<file path="src/rtl/dsp_addsub_seq_if.sv">
// Request/response bus of the multi-limb add/sub unit.
//   in_valid/in_ready  : request handshake (op_sub, a, b sampled on accept)
//   out_valid/out_ready: result handshake (result, carry_out, overflow, zero)
//   master drives requests and consumes results; slave is the arithmetic unit.
interface dsp_addsub_seq_if #(
  parameter int unsigned WIDTH = 64
);
  logic             in_valid;
  logic             in_ready;
  logic             op_sub;
  logic [WIDTH-1:0] a;
  logic [WIDTH-1:0] b;
  logic             out_valid;
  logic             out_ready;
  logic [WIDTH-1:0] result;
  logic             carry_out;
  logic             overflow;
  logic             zero;

  modport master (
    output in_valid, op_sub, a, b, out_ready,
    input  in_ready, out_valid, result, carry_out, overflow, zero
  );

  modport slave (
    input  in_valid, op_sub, a, b, out_ready,
    output in_ready, out_valid, result, carry_out, overflow, zero
  );
endinterface

</file>
<file path="src/rtl/dsp_addsub_seq.sv">
// Sequential WIDTH-bit add/subtract, one 32-bit limb per clock, LSB limb first.
// Ports:
//   clk   : rising-edge clock
//   rst_n : asynchronous active-low reset
//   bus   : dsp_addsub_seq_if.slave (request in, registered result/flags out)
// The per-limb adder is the 32-bit adder path of an SB_MAC16 (registers bypassed,
// carry-in from r_carry, carry-out to r_carry); B inversion for subtract is fabric.
module dsp_addsub_seq #(
  parameter int unsigned WIDTH = 64
) (
  input  logic             clk,
  input  logic             rst_n,
  dsp_addsub_seq_if.slave  bus
);
  localparam int unsigned LIMB_W = 32;
  localparam int unsigned NLIMBS = WIDTH / LIMB_W;
  localparam int unsigned IDX_W  = (NLIMBS > 1) ? $clog2(NLIMBS) : 1;

  localparam logic [1:0] IDLE = 2'd0;
  localparam logic [1:0] CALC = 2'd1;
  localparam logic [1:0] DONE = 2'd2;

  localparam logic [IDX_W-1:0] LAST_IDX = IDX_W'(NLIMBS - 1);

  logic [1:0]       r_state,     w_state;
  logic             r_in_ready,  w_in_ready;
  logic [WIDTH-1:0] r_a,         w_a;
  logic [WIDTH-1:0] r_b,         w_b;
  logic             r_op_sub,    w_op_sub;
  logic [IDX_W-1:0] r_idx,       w_idx;
  logic             r_carry,     w_carry;
  logic             r_zero_acc,  w_zero_acc;
  logic [WIDTH-1:0] r_result,    w_result;
  logic             r_out_valid, w_out_valid;
  logic             r_carry_out, w_carry_out;
  logic             r_overflow,  w_overflow;
  logic             r_zero,      w_zero;

  logic [LIMB_W-1:0] w_b_eff;
  logic [LIMB_W:0]   w_limb_sum;
  logic              w_limb_zero;

  // Limb adder; operands are shifted down so the current limb is always bits [31:0].
  always_comb begin
    w_b_eff     = r_op_sub ? ~r_b[LIMB_W-1:0] : r_b[LIMB_W-1:0];
    w_limb_sum  = {1'b0, r_a[LIMB_W-1:0]} + {1'b0, w_b_eff} + (LIMB_W+1)'(r_carry);
    w_limb_zero = (w_limb_sum[LIMB_W-1:0] == '0);
  end

  // Next-state and next-output logic.
  always_comb begin
    w_state     = r_state;
    w_in_ready  = r_in_ready;
    w_a         = r_a;
    w_b         = r_b;
    w_op_sub    = r_op_sub;
    w_idx       = r_idx;
    w_carry     = r_carry;
    w_zero_acc  = r_zero_acc;
    w_result    = r_result;
    w_out_valid = r_out_valid;
    w_carry_out = r_carry_out;
    w_overflow  = r_overflow;
    w_zero      = r_zero;

    case (r_state)
      IDLE: begin
        w_in_ready = 1'b1;
        if (bus.in_valid && r_in_ready) begin
          w_a        = bus.a;
          w_b        = bus.b;
          w_op_sub   = bus.op_sub;
          w_idx      = '0;
          w_carry    = bus.op_sub;  // +1 of the two's-complement negate
          w_zero_acc = 1'b1;
          w_in_ready = 1'b0;
          w_state    = CALC;
        end
      end
      CALC: begin
        w_a        = r_a >> LIMB_W;
        w_b        = r_b >> LIMB_W;
        // New limb enters at the top; after NLIMBS steps limb i sits at position i.
        w_result   = (r_result >> LIMB_W) |
                     (WIDTH'(w_limb_sum[LIMB_W-1:0]) << (WIDTH - LIMB_W));
        w_carry    = w_limb_sum[LIMB_W];
        w_zero_acc = r_zero_acc & w_limb_zero;
        w_idx      = r_idx + IDX_W'(1);
        if (r_idx == LAST_IDX) begin
          w_idx       = '0;
          w_state     = DONE;
          w_out_valid = 1'b1;
          w_carry_out = w_limb_sum[LIMB_W];
          // Same-sign operands producing a different-sign result.
          w_overflow  = (r_a[LIMB_W-1] == w_b_eff[LIMB_W-1]) &&
                        (w_limb_sum[LIMB_W-1] != r_a[LIMB_W-1]);
          w_zero      = r_zero_acc & w_limb_zero;
        end
      end
      DONE: begin
        if (bus.out_ready) begin
          w_out_valid = 1'b0;
          w_in_ready  = 1'b1;
          w_state     = IDLE;
        end
      end
      default: begin
        w_state = IDLE;
      end
    endcase
  end

  // State and datapath registers.
  always_ff @(posedge clk or negedge rst_n) begin
    if (!rst_n) begin
      r_state     <= IDLE;
      r_in_ready  <= 1'b0;
      r_a         <= '0;
      r_b         <= '0;
      r_op_sub    <= 1'b0;
      r_idx       <= '0;
      r_carry     <= 1'b0;
      r_zero_acc  <= 1'b1;
      r_result    <= '0;
      r_out_valid <= 1'b0;
      r_carry_out <= 1'b0;
      r_overflow  <= 1'b0;
      r_zero      <= 1'b0;
    end else begin
      r_state     <= w_state;
      r_in_ready  <= w_in_ready;
      r_a         <= w_a;
      r_b         <= w_b;
      r_op_sub    <= w_op_sub;
      r_idx       <= w_idx;
      r_carry     <= w_carry;
      r_zero_acc  <= w_zero_acc;
      r_result    <= w_result;
      r_out_valid <= w_out_valid;
      r_carry_out <= w_carry_out;
      r_overflow  <= w_overflow;
      r_zero      <= w_zero;
    end
  end

  assign bus.in_ready  = r_in_ready;
  assign bus.out_valid = r_out_valid;
  assign bus.result    = r_result;
  assign bus.carry_out = r_carry_out;
  assign bus.overflow  = r_overflow;
  assign bus.zero      = r_zero;
endmodule

</file>
<file path="src/flat_wrapper.sv">
// flat-port wrapper written by rule: the top's interface ports become plain ports
module dsp_addsub_seq_flat 
#(
  parameter int unsigned WIDTH = 64
)
  (clk, rst_n, bus_in_valid, bus_op_sub, bus_a, bus_b, bus_out_ready, bus_in_ready, bus_out_valid, bus_result, bus_carry_out, bus_overflow, bus_zero);
  dsp_addsub_seq_if #(.WIDTH(WIDTH)) bus_i ();
  input  logic clk;
  input  logic rst_n;
  input wire logic [$bits(bus_i.in_valid)-1:0] bus_in_valid;
  input wire logic [$bits(bus_i.op_sub)-1:0] bus_op_sub;
  input wire logic [$bits(bus_i.a)-1:0] bus_a;
  input wire logic [$bits(bus_i.b)-1:0] bus_b;
  input wire logic [$bits(bus_i.out_ready)-1:0] bus_out_ready;
  output wire logic [$bits(bus_i.in_ready)-1:0] bus_in_ready;
  output wire logic [$bits(bus_i.out_valid)-1:0] bus_out_valid;
  output wire logic [$bits(bus_i.result)-1:0] bus_result;
  output wire logic [$bits(bus_i.carry_out)-1:0] bus_carry_out;
  output wire logic [$bits(bus_i.overflow)-1:0] bus_overflow;
  output wire logic [$bits(bus_i.zero)-1:0] bus_zero;
  assign bus_i.in_valid = bus_in_valid;
  assign bus_i.op_sub = bus_op_sub;
  assign bus_i.a = bus_a;
  assign bus_i.b = bus_b;
  assign bus_i.out_ready = bus_out_ready;
  assign bus_in_ready = bus_i.in_ready;
  assign bus_out_valid = bus_i.out_valid;
  assign bus_result = bus_i.result;
  assign bus_carry_out = bus_i.carry_out;
  assign bus_overflow = bus_i.overflow;
  assign bus_zero = bus_i.zero;
  dsp_addsub_seq #(.WIDTH(WIDTH)) u_core (.clk(clk), .rst_n(rst_n), .bus(bus_i));
endmodule
</file>
<file path="config.mk">
export PLATFORM = sky130hd
export DESIGN_NAME = dsp_addsub_seq_flat
export DESIGN_NICKNAME = d
export VERILOG_FILES = /design/src/rtl/dsp_addsub_seq_if.sv /design/src/rtl/dsp_addsub_seq.sv /design/src/flat_wrapper.sv
export SDC_FILE = /design/constraint.sdc
export NUM_CORES = 1
export LEC_CHECK = 0
export CORE_ASPECT_RATIO = 1.25
export CORE_MARGIN = 5
export CORE_UTILIZATION = 35
export CTS_CLUSTER_DIAMETER = 100
export DETAILED_ROUTE_END_ITERATION = 16
export PLACE_DENSITY = 0.64
export SYNTH_ARGS = -nofsm -noshare
export SYNTH_HDL_FRONTEND = slang
export SYNTH_SLANG_ARGS = --single-unit
</file>
<file path="constraint.sdc">
create_clock -name clk -period 7.9 [get_ports clk]
set_clock_uncertainty 0.05 [all_clocks]
set_input_delay 1.58 -clock clk [delete_from_list [all_inputs] [get_ports clk]]
set_output_delay 1.58 -clock clk [all_outputs]
set_load 0.03 [all_outputs]
</file>
==> flow_summary_export.csv <==
group,metric,value,unit
grt,tot_gr_track_use,17.4,%
sta,maxSlewHeadroom,28.5,%
sta,final_hold_vios,0,
logic_synthesis,fraction_of_registers_with_async_set_reset,100,%
logic_synthesis,synthFlopType,"sky130_fd_sc_hd__dfrtp_1",
setup_path,crit_type,"flip-flop to flip-flop",
sta,rsz_0062_raised_after_global_routing,"false",
cts,cts.sinks,203,
floorplanning,start_util,35.2,%
detailed_routing,drtPass1Iterations,5,
cts,post-cts-setup-buffers,0,
logic_synthesis,synth_seq_area_share,49.6,%
logic_synthesis,post_synth_instance_area,10200,sq um
sta,final_period_minus_worst_setup_slack,4.10,ns
detailed_routing,vias_per_std_cell,5.13,
hold_path,min_delay_path_class,"flip-flop to flip-flop",
logic_synthesis,synth-seq-cells,203,
cts,cts_hold_buf,0,
sta,setup_tns,0,ns
detailed_routing,drcViolationCount,0,
grt,grt_pass1_vias,8543,
logic_synthesis,netlist_top_cells_area,"sky130_fd_sc_hd__dfrtp_1 49%, sky130_fd_sc_hd__nand2_1 6.5%, sky130_fd_sc_hd__nor2_1 5.8%, sky130_fd_sc_hd__a22o_1 5.5%, sky130_fd_sc_hd__o22ai_1 4.0%",
floorplanning,die-width,163,microns
final_layout,synthToLayoutAreaGrowth,29.0,%
floorplanning,die_area,32800,sq um
logic_synthesis,synth_common_cells,"202 x sky130_fd_sc_hd__dfrtp_1, 176 x sky130_fd_sc_hd__nand2_1, 158 x sky130_fd_sc_hd__nor2_1",
floorplanning,fp-row-count,70,
final_layout,stdcell_area,13200,sq um
setup_path,timing.critical_path.to_type,"flip-flop",
placement,dpl.hpwl,21400,microns
cts,cts_max_level,1,
setup_path,critPathRequiredTime,8.29,ns
floorplanning,core_area,29100,sq um
grt,antenna_found_initial,0,
setup_path,timing.critical_path.slowest_stage_cell,"sky130_fd_sc_hd__fa_1",
final_layout,num-nets-final,1409,
logic_synthesis,synth_area_leader_cell,"sky130_fd_sc_hd__dfrtp_1",
outcome,result_of_the_run,"complete, no violations",
logic_synthesis,avgSynthCellArea,9.47,sq um
sta,fmax,244,MHz
floorplanning,num_io_pins,202,
cts,cts-buffers-inserted,22,
cts,cts_max_path_buffers,3,
detailed_routing,vias,8486,
detailed_routing,first_iter_violations,613,
final_layout,nFillCells,2881,
placement,detailed_place.area,12500,sq um
setup_path,critical_path_peak_fanout,5,
placement,io_buffers,201,
cts,cts.reportedPaths.clkPinSlew,0.06,ns
grt,grt.overflow.total,0,
cts,cts.repair.resized,0,
sta,fin_ws,3.80,ns
logic_synthesis,synth-edff-count,0,
placement,routabilityCongestion,0.922,
cts,clock_insertion_delay_worst_skew,0.50,ns
floorplanning,die_h,201,microns
sta,max_slew.worst_pin.slew,1.05,ns
logic_synthesis,number_of_synthesis_warnings,0,
setup_path,timing.critical_path.arrival,4.49,ns
grt,first_pass_grt_wire_length,46800,microns
final_layout,layout-drive-gt1-share,5.89,%
detailed_routing,drt_wl_total,29200,microns
cts,tritoncts,"built",
placement,dpl.cell_count,1615,
run,max_cap_viol_count,0,
placement,preCtsSetupSlack,3.78,ns
logic_synthesis,most_instantiated_library_cell_after_synthesis,"sky130_fd_sc_hd__dfrtp_1",
grt,grt_max_degree,106,
detailed_routing,detail_route.wl_per_cell,17.7,microns
sta,drv_slew,0,
setup_path,timing.critical_path.from_type,"flip-flop",
final_layout,antenna_cells,0,
setup_path,crit_path_cell_trace,"xnor2_1 > fa_1 > fa_1 > xor2_1 > nand4_1 > a221oi_1 > o211ai_1 > and4b_1 > nand4b_1 > nor4_2 > nand3_1 > a21oi_2",
logic_synthesis,number_of_cells_produced_by_synthesis,1081,
setup_path,critical_path.most_common_cell,"sky130_fd_sc_hd__fa_1",
detailed_routing,route.antenna.remaining_nets,0,
final_layout,stdcell_count,1653,
sta,timing.final.crit_share,51.9,%
logic_synthesis,post-synth-top-area-fraction,49.4,%
sta,setup-violations-final,0,
logic_synthesis,synthesis.nets,1247,
logic_synthesis,ys_types,73,
setup_path,crit_path_max_incr_delay,0.49,ns
cts,cell_at_the_root_of_the_clock_tree,"sky130_fd_sc_hd__clkbuf_16",
-- critical path, delay by kind of cell, from the launching register on --
family          cells  cell delay (ns)
compound gates      3             0.78
fa+ha+maj           2             0.97
simple gates        5             1.19
flops               1             0.45
xor+xnor            2             0.59
-- placed cells by master, fill, tap and decap left out, types with 5 or more instances in the layout --
cell | synthesis | routed
sky130_fd_sc_hd__a211oi_1 | 8 | 8
sky130_fd_sc_hd__a21o_1 | 6 | 6
sky130_fd_sc_hd__a21oi_1 | 46 | 46
sky130_fd_sc_hd__a22o_1 | 64 | 64
sky130_fd_sc_hd__buf_4 | 1 | 8
sky130_fd_sc_hd__clkbuf_16 | 0 | 23
sky130_fd_sc_hd__clkdlybuf4s50_1 | 0 | 200
sky130_fd_sc_hd__dfrtp_1 | 202 | 202
sky130_fd_sc_hd__ha_1 | 31 | 31
sky130_fd_sc_hd__inv_1 | 17 | 17
sky130_fd_sc_hd__nand2_1 | 176 | 176
sky130_fd_sc_hd__nand3_1 | 7 | 7
sky130_fd_sc_hd__nand4_1 | 14 | 14
sky130_fd_sc_hd__nor2_1 | 158 | 157
sky130_fd_sc_hd__o21a_1 | 6 | 6
sky130_fd_sc_hd__o21ai_0 | 50 | 50
sky130_fd_sc_hd__o221ai_1 | 5 | 5
sky130_fd_sc_hd__o22ai_1 | 65 | 65
sky130_fd_sc_hd__xnor2_1 | 13 | 13
sky130_fd_sc_hd__xor2_1 | 43 | 43
-- state kept, by name, summed over array words and instances, names as in the netlist, 2 cells and up --
signal / cells
u_core.bus.result: 64
u_core.r_state: 2
u_core.r_a: 64
u_core.r_b: 64
-- final cells by class --
type	count	area, sq um	area share, %
repair buffers	209	2080	15.7
clock inverters	10	133	1.00
flip-flops and latches	203	5080	38.5
multi-input cells	789	4750	36.0
clock buffers	28	604	4.58
well taps	396	495	3.75
inverters	18	67.6	0.512
-- worst paths after layout --
kind | from | endpoint | slack (ns) | cells after the start
max | u_core.r_op_sub | u_core.r_zero_acc | 3.80 | 12
min | u_core.bus.result[11] | u_core.bus.result[11] | 0.42 | 2
max reg2reg | u_core.r_op_sub | u_core.r_zero_acc | 3.80 | 12
min reg2reg | u_core.bus.result[11] | u_core.bus.result[11] | 0.42 | 2
max in group asynchronous | rst_n | u_core.r_b[5] | 5.42 | 2
min in group asynchronous | rst_n | u_core.r_b[40] | 1.03 | 1
-- metrics by stage --
stage,hold WS [ns],utilization (%)
3_3_place_gp,0.406,42.9
6_report,0.420,45.4
5_1_grt,0.452,45.4
3_5_place_dp,0.411,42.9
4_1_cts,0.426,45.4
2_1_floorplan,0.424,-
-- cells by family after synthesis --
family | share of synthesized area [%]
AOI/OAI and AO/OA | 20.5
xor gates and xnor gates | 4.79
adders and majority gates | 4.18
buffers and inverters | 4.23
DFF | 49.6
muxes | 0.416
and+or+nand+nor | 16.2
-- per-layer routing --
layer	up-vias	share of wire, %	GRT usage, %
li1	4143	-	-
met1	4062	45	24.6
met2	235	47	28.1
met3	46	5.5	2.62
met4	0	2.3	4.47
met5	-	0	0
Power is left out: the tool's default activity adds up to more than one toggle a clock period on the data nets, which glitch-free logic cannot reach.
